--- src/rtl/ovl_always_multi_if.sv ---
// Bundle between a checker and its environment: the environment drives the sampled
// property bits and qualifiers; the checker returns fire flags, the count and the capture.
interface ovl_always_multi_if #(
    parameter int WIDTH     = 4,
    parameter int CNT_WIDTH = 8,
    parameter int IDX_W     = (WIDTH > 1) ? $clog2(WIDTH) : 1
);
    // No valid/ready: every rising clk is a sample, qualified only by enable.
    logic                 enable;
    logic                 clear;
    logic [WIDTH-1:0]     test_expr;
    logic [2:0]           fire;
    logic [WIDTH-1:0]     fire_chan;
    logic [CNT_WIDTH-1:0] viol_count;
    logic [IDX_W-1:0]     first_fail_idx;
    logic                 first_fail_valid;
    logic                 state_dbg;

    modport master (
        output enable, clear, test_expr,
        input  fire, fire_chan, viol_count, first_fail_idx, first_fail_valid, state_dbg
    );

    modport slave (
        input  enable, clear, test_expr,
        output fire, fire_chan, viol_count, first_fail_idx, first_fail_valid, state_dbg
    );
endinterface

--- src/rtl/ovl_always_multi.sv ---
// Multi-channel "always" checker: flags each channel after FAIL_LIMIT consecutive enabled
// false samples, counts violating cycles and latches the first failing channel.
module ovl_always_multi #(
    parameter int WIDTH         = 4,
    parameter int PROPERTY_TYPE = 0,
    parameter int FAIL_LIMIT    = 1,
    parameter int CNT_WIDTH     = 8,
    parameter int SETTLE_CYCLES = 2,
    parameter int XZ_CHECK      = 1
) (
    input logic               clk,
    input logic               reset,
    ovl_always_multi_if.slave bus
);
    localparam int IDX_W = (WIDTH > 1) ? $clog2(WIDTH) : 1;
    localparam int RUN_W = $clog2(FAIL_LIMIT + 1);
    localparam logic [RUN_W-1:0]     LIMIT    = RUN_W'(FAIL_LIMIT);
    localparam logic [3:0]           SET_LAST = 4'(SETTLE_CYCLES - 1);
    localparam logic [CNT_WIDTH-1:0] CNT_MAX  = '1;
    localparam bit                   ACTIVE   = (PROPERTY_TYPE != 2);

    generate
        if (PROPERTY_TYPE < 0 || PROPERTY_TYPE > 2) begin : g_bad_type
            $error("ovl_always_multi: PROPERTY_TYPE must be 0, 1 or 2");
        end
        if (WIDTH < 1 || WIDTH > 32 || FAIL_LIMIT < 1 || FAIL_LIMIT > 255
            || SETTLE_CYCLES < 0 || SETTLE_CYCLES > 15) begin : g_bad_range
            $error("ovl_always_multi: parameter out of range");
        end
    endgenerate

    typedef enum logic {SETTLE = 1'b0, ARMED = 1'b1} state_t;

    state_t     state_q, state_d;
    logic [3:0] settle_q, settle_d;
    logic       armed_seen_q;
    logic       fire2_q;

    always_ff @(posedge clk or posedge reset) begin
        if (reset) begin
            state_q      <= (SETTLE_CYCLES == 0) ? ARMED : SETTLE;
            settle_q     <= '0;
            armed_seen_q <= 1'b0;
            fire2_q      <= 1'b0;
        end else begin
            state_q      <= state_d;
            settle_q     <= settle_d;
            armed_seen_q <= armed_seen_q | (state_q == ARMED);
            fire2_q      <= (state_q == ARMED) && !armed_seen_q;
        end
    end

    always_comb begin
        state_d  = state_q;
        settle_d = settle_q;
        if (state_q == SETTLE) begin
            settle_d = settle_q + 4'd1;
            if (settle_q == SET_LAST) state_d = ARMED;
        end
    end

    logic                        sample_en;
    logic [WIDTH-1:0]            xz_bits;
    logic [WIDTH-1:0][RUN_W-1:0] run_q, run_d;
    logic [WIDTH-1:0]            fire_chan_q, fire_chan_d;
    logic                        fire0_q, fire1_q;
    logic [CNT_WIDTH-1:0]        viol_q;
    logic [IDX_W-1:0]            idx_q, low_idx;
    logic                        valid_q;

    assign sample_en = (state_q == ARMED) && bus.enable;

    // Unknown bits are only observable in a 4-state simulator.
    always_comb begin
        xz_bits = '0;
`ifndef SYNTHESIS
        if (XZ_CHECK != 0) begin
            for (int i = 0; i < WIDTH; i++) xz_bits[i] = $isunknown(bus.test_expr[i]);
        end
`endif
    end

    always_comb begin
        run_d       = run_q;
        fire_chan_d = '0;
        for (int i = 0; i < WIDTH; i++) begin
            if (sample_en && !xz_bits[i]) begin
                if (bus.test_expr[i]) begin
                    run_d[i] = '0;
                end else begin
                    if (run_q[i] != LIMIT) run_d[i] = run_q[i] + RUN_W'(1);
                    fire_chan_d[i] = (run_d[i] == LIMIT);
                end
            end
        end
        if (bus.clear) begin
            run_d       = '0;
            fire_chan_d = '0;
        end
    end

    always_comb begin
        low_idx = '0;
        for (int i = WIDTH - 1; i >= 0; i--) begin
            if (fire_chan_q[i]) low_idx = IDX_W'(i);
        end
    end

    always_ff @(posedge clk or posedge reset) begin
        if (reset) begin
            run_q       <= '0;
            fire_chan_q <= '0;
            fire0_q     <= 1'b0;
            fire1_q     <= 1'b0;
            viol_q      <= '0;
            idx_q       <= '0;
            valid_q     <= 1'b0;
        end else begin
            run_q       <= run_d;
            fire_chan_q <= fire_chan_d;
            fire0_q     <= |fire_chan_d;
            fire1_q     <= sample_en && (|xz_bits);
            if (bus.clear) begin
                viol_q  <= '0;
                idx_q   <= '0;
                valid_q <= 1'b0;
            end else begin
                if (fire0_q && viol_q != CNT_MAX) viol_q <= viol_q + CNT_WIDTH'(1);
                if (fire0_q && !valid_q) begin
                    idx_q   <= low_idx;
                    valid_q <= 1'b1;
                end
            end
        end
    end

    assign bus.fire             = ACTIVE ? {fire2_q, fire1_q, fire0_q} : 3'b000;
    assign bus.fire_chan        = ACTIVE ? fire_chan_q : '0;
    assign bus.viol_count       = ACTIVE ? viol_q : '0;
    assign bus.first_fail_idx   = ACTIVE ? idx_q : '0;
    assign bus.first_fail_valid = ACTIVE ? valid_q : 1'b0;
    assign bus.state_dbg        = logic'(state_q);
endmodule

--- src/flat_wrapper.sv ---
// flat-port wrapper written by rule: the top's interface ports become plain ports
module ovl_always_multi_flat 
#(
    parameter int WIDTH         = 4,
    parameter int PROPERTY_TYPE = 0,
    parameter int FAIL_LIMIT    = 1,
    parameter int CNT_WIDTH     = 8,
    parameter int SETTLE_CYCLES = 2,
    parameter int XZ_CHECK      = 1
)
  (clk, reset, bus_enable, bus_clear, bus_test_expr, bus_fire, bus_fire_chan, bus_viol_count, bus_first_fail_idx, bus_first_fail_valid, bus_state_dbg);
  ovl_always_multi_if #(.WIDTH(WIDTH), .CNT_WIDTH(CNT_WIDTH)) bus_i ();
  input logic clk;
  input logic reset;
  input wire logic [$bits(bus_i.enable)-1:0] bus_enable;
  input wire logic [$bits(bus_i.clear)-1:0] bus_clear;
  input wire logic [$bits(bus_i.test_expr)-1:0] bus_test_expr;
  output wire logic [$bits(bus_i.fire)-1:0] bus_fire;
  output wire logic [$bits(bus_i.fire_chan)-1:0] bus_fire_chan;
  output wire logic [$bits(bus_i.viol_count)-1:0] bus_viol_count;
  output wire logic [$bits(bus_i.first_fail_idx)-1:0] bus_first_fail_idx;
  output wire logic [$bits(bus_i.first_fail_valid)-1:0] bus_first_fail_valid;
  output wire logic [$bits(bus_i.state_dbg)-1:0] bus_state_dbg;
  assign bus_i.enable = bus_enable;
  assign bus_i.clear = bus_clear;
  assign bus_i.test_expr = bus_test_expr;
  assign bus_fire = bus_i.fire;
  assign bus_fire_chan = bus_i.fire_chan;
  assign bus_viol_count = bus_i.viol_count;
  assign bus_first_fail_idx = bus_i.first_fail_idx;
  assign bus_first_fail_valid = bus_i.first_fail_valid;
  assign bus_state_dbg = bus_i.state_dbg;
  ovl_always_multi #(.WIDTH(WIDTH), .PROPERTY_TYPE(PROPERTY_TYPE), .FAIL_LIMIT(FAIL_LIMIT), .CNT_WIDTH(CNT_WIDTH), .SETTLE_CYCLES(SETTLE_CYCLES), .XZ_CHECK(XZ_CHECK)) u_core (.clk(clk), .reset(reset), .bus(bus_i));
endmodule
--- config.mk ---
export PLATFORM = sky130hd
export DESIGN_NAME = ovl_always_multi_flat
export DESIGN_NICKNAME = d
export VERILOG_FILES = /design/src/rtl/ovl_always_multi_if.sv /design/src/rtl/ovl_always_multi.sv /design/src/flat_wrapper.sv
export SDC_FILE = /design/constraint.sdc
export NUM_CORES = 1
export LEC_CHECK = 0
export BUFFER_PORTS_ARGS = -buffer_cell sky130_fd_sc_hd__buf_2
export CORE_ASPECT_RATIO = 0.6
export CORE_MARGIN = 1.5
export CORE_UTILIZATION = 26
export DETAILED_ROUTE_END_ITERATION = 7
export HOLD_SLACK_MARGIN = 0.03
export PLACE_DENSITY = 0.49
export SYNTH_ARGS = -nofsm -noshare
export SYNTH_HDL_FRONTEND = slang
export SYNTH_SLANG_ARGS = --single-unit
--- constraint.sdc ---
create_clock -name clk -period 2 [get_ports clk]
set_input_delay 0.1 -clock clk [delete_from_list [all_inputs] [get_ports clk]]
set_output_delay 0.1 -clock clk [all_outputs]
set_load 0.02 [all_outputs]
==> impl_metrics.json <==
{
  "cts_sinks": 23,
  "fmax_mhz": 640.9,
  "coreArea_um2": 3701,
  "dr_wl_met2_um": 801,
  "drv_cap": 0,
  "numCtsBuffers": 3,
  "peakVddDrop_mv": 0.2253,
  "synth_cells": 96,
  "hold_class": "primary input to flop",
  "ioPinCount": 27,
  "highest_layer": "met3",
  "synth_seq_cells": 23,
  "status": "completed",
  "dpl.hpwl_um": 1492,
  "drt-met1-wl_um": 1075,
  "startpoint_type": "flop",
  "min_period_over_period": 0.7801,
  "p_per_area_nw_per_um2": 651.7,
  "wirelength_um": 2045,
  "finalPower_uw": 831.0,
  "drtAntennaViolNets": 0,
  "track_usage": 0.1047,
  "min_period_ns": 1.560,
  "drive_above_1_share": 0.2460,
  "drt-pass1-iter-count": 4,
  "final_cell_mix": "25 x buf_2, 23 x dfrtp_1, 14 x nor2_1",
  "areaGrowthSynthToFinish_pct": 25.18,
  "std_cell_rows": 17,
  "gp_congestion": 0.7192,
  "start_util": 0.2752,
  "clock_skew_ns": 0.001505,
  "num_antenna_cells": 0,
  "ys_warn_count": 0,
  "dieWidth_um": 83.80,
  "drv_slew": 0,
  "setup_violations": 0,
  "drt_first_iter_violations": 36,
  "yosysSeqAreaShare": 0.5651,
  "grt_max_degree": 24,
  "ys_types": 32,
  "grt_pass1_vias": 746,
  "cp_data_required_time_ns": 2.19,
  "cp_max_fo": 5,
  "gr-total-overflow": 0,
  "wl_met3_um": 168,
  "synthesis.area_um2": 1018,
  "grt_pass1_wl_um": 3443,
  "fillers": 395,
  "worstSetupPathType": "flop to flop",
  "via_per_inst": 4.584,
  "via_count": 793,
  "route.detailed.drc": 0,
  "arrival_ns": 1.75,
  "leakagePower_nw": 0.6190,
  "cts.clk_slew.worst_paths_ns": 0.08,
  "clk_path_buf_depth": 2,
  "synth_area_per_cell_um2": 10.61,
  "crit_path_end_kind": "flop",
  "ctsResizeCount": 0,
  "cts_root_buf": "clkbuf_8",
  "final_common_cell": "buf_2",
  "grt_setup_unrepaired": "no",
  "hold_viol_final": 0,
  "clock_latency_ns": 0.26,
  "portBuffers": 25,
  "antenna_found_initial": 0,
  "setup_tns_ns": 0,
  "fp.dieH_um": 51.48,
  "h-tree-depth": 1,
  "syn_nets": 107,
  "routedWlPerCell_um": 11.82,
  "layout.nets": 138,
  "cts_tree": "built",
  "fp.dieArea_um2": 4314
}
-- path summary, 6_finish.rpt --
kind	startpoint	end	slack, ns	cells past startpoint
setup / recovery	u_core.bus.viol_count[0]$_DFFE_PP0P_	u_core.bus.viol_count[5]$_DFFE_PP0P_	0.44	5
hold / removal	bus_clear	u_core.bus.viol_count[5]$_DFFE_PP0P_	0.18	2
setup reg to reg	u_core.bus.viol_count[0]$_DFFE_PP0P_	u_core.bus.viol_count[5]$_DFFE_PP0P_	0.44	5
hold reg to reg	u_core.armed_seen_q$_DFF_PP0_	u_core.fire2_q$_DFF_PP0_	0.43	1
max in group asynchronous	reset	u_core.bus.viol_count[0]$_DFFE_PP0P_	1.36	4
min in group asynchronous	reset	u_core.fire2_q$_DFF_PP0_	0.41	4
-- worst max-delay path, cell delays in order (launching register included) --
cell,delay (ns)
dfrtp_1,0.43
ha_1,0.27
nand3_1,0.13
nor2_1,0.06
or4_1,0.46
a21oi_1,0.14
-- final cells by class --
class                           instances  area [um2]  share of cell area
Sequential cell                        23       575.6              0.4514
Multi-Input combinational cell         65       401.6              0.3150
Timing Repair Buffer                   31       182.7              0.1433
Tap cell                               47       58.81             0.04612
Clock buffer                            4       45.04             0.03533
Inverter                                3       11.26            0.008832
-- synth_stat cells --
| library cell | n | area share |
|---|---|---|
| o211ai_1 | 1 | 0.0074 |
| conb_1 | 1 | 0.0037 |
| xor2_1 | 1 | 0.0086 |
| o31ai_1 | 1 | 0.0074 |
| ha_1 | 3 | 0.037 |
| clkbuf_1 | 2 | 0.0074 |
| dfrtp_1 | 23 | 0.57 |
| or3_1 | 1 | 0.0061 |
| o21ai_0 | 3 | 0.015 |
| nor2_1 | 14 | 0.052 |
| nand4_1 | 3 | 0.018 |
| nor2b_1 | 2 | 0.012 |
| nand3_1 | 2 | 0.0098 |
| or4_1 | 1 | 0.0074 |
| a311oi_1 | 1 | 0.0086 |
| buf_4 | 3 | 0.022 |
| mux2i_1 | 2 | 0.020 |
| nor3_1 | 2 | 0.0098 |
| a21o_1 | 1 | 0.0074 |
| a211oi_1 | 1 | 0.0074 |
| or2_2 | 1 | 0.0061 |
| xnor2_1 | 4 | 0.034 |
| and4_1 | 1 | 0.0086 |
| nand2b_1 | 2 | 0.012 |
| and4_2 | 1 | 0.0098 |
| nand4b_1 | 1 | 0.0086 |
| nand3b_1 | 1 | 0.0074 |
| inv_1 | 3 | 0.011 |
| a21boi_0 | 1 | 0.0074 |
| a21oi_1 | 8 | 0.039 |
| nand2_1 | 4 | 0.015 |
| a41oi_1 | 1 | 0.0086 |
-- repair_timing --
item | in CTS | in global routing
endpoints found under the hold margin | 27 | 0
hold buffers | 5 | 0
setup buffers | 0 | 0
-- routing by layer --
metal	global-route usage	vias to the layer above
li1	-	391
met1	0.1466	370
met4	0.008197	0
met2	0.1532	32
met5	0	-
met3	0.04847	0
-- kinds of logic after synthesis --
family	share of synthesized area
fa+ha+maj	0.03686
compound gates	0.1081
xor+xnor	0.04300
flops	0.5651
other cells	0.003682
simple gates	0.1831
mux	0.01966
buf+inv	0.04054
-- stage by stage --
stage | worst slack, ns | instance area, um2 | hold slack [ns] | util | std cells
floorplan | 0.4182 | 1018 | 0.1019 | - | 96
global placement | 0.4778 | 1180 | 0.1554 | 0.3188 | 164
detailed placement | 0.4488 | 1180 | 0.1553 | 0.3188 | 164
CTS | 0.4286 | 1275 | 0.1800 | 0.3445 | 173
global route | 0.3113 | 1275 | 0.1834 | 0.3445 | 173
finish | 0.4398 | 1275 | 0.1790 | 0.3445 | 173
-- where the power goes --
group / leakage, nW / internal [mW] / switching [mW]
clock: 0.0228 / 0.142 / 0.136
sequential: 0.301 / 0.474 / 0.00958
combinational: 0.295 / 0.0269 / 0.0427
total: 0.619 / 0.642 / 0.189
-- state kept, by name (all words and copies together), names as in the netlist --
name and flops:
u_core.bus.viol_count 8, u_core.settle_q 4, u_core.bus.first_fail_idx 2, u_core.bus.first_fail_valid 1, u_core.fire2_q 1, u_core.bus.fire_chan 4, u_core.fire0_q 1, u_core.bus.state_dbg 1
u_core.armed_seen_q 1
Power figures use the tool's default switching activity.
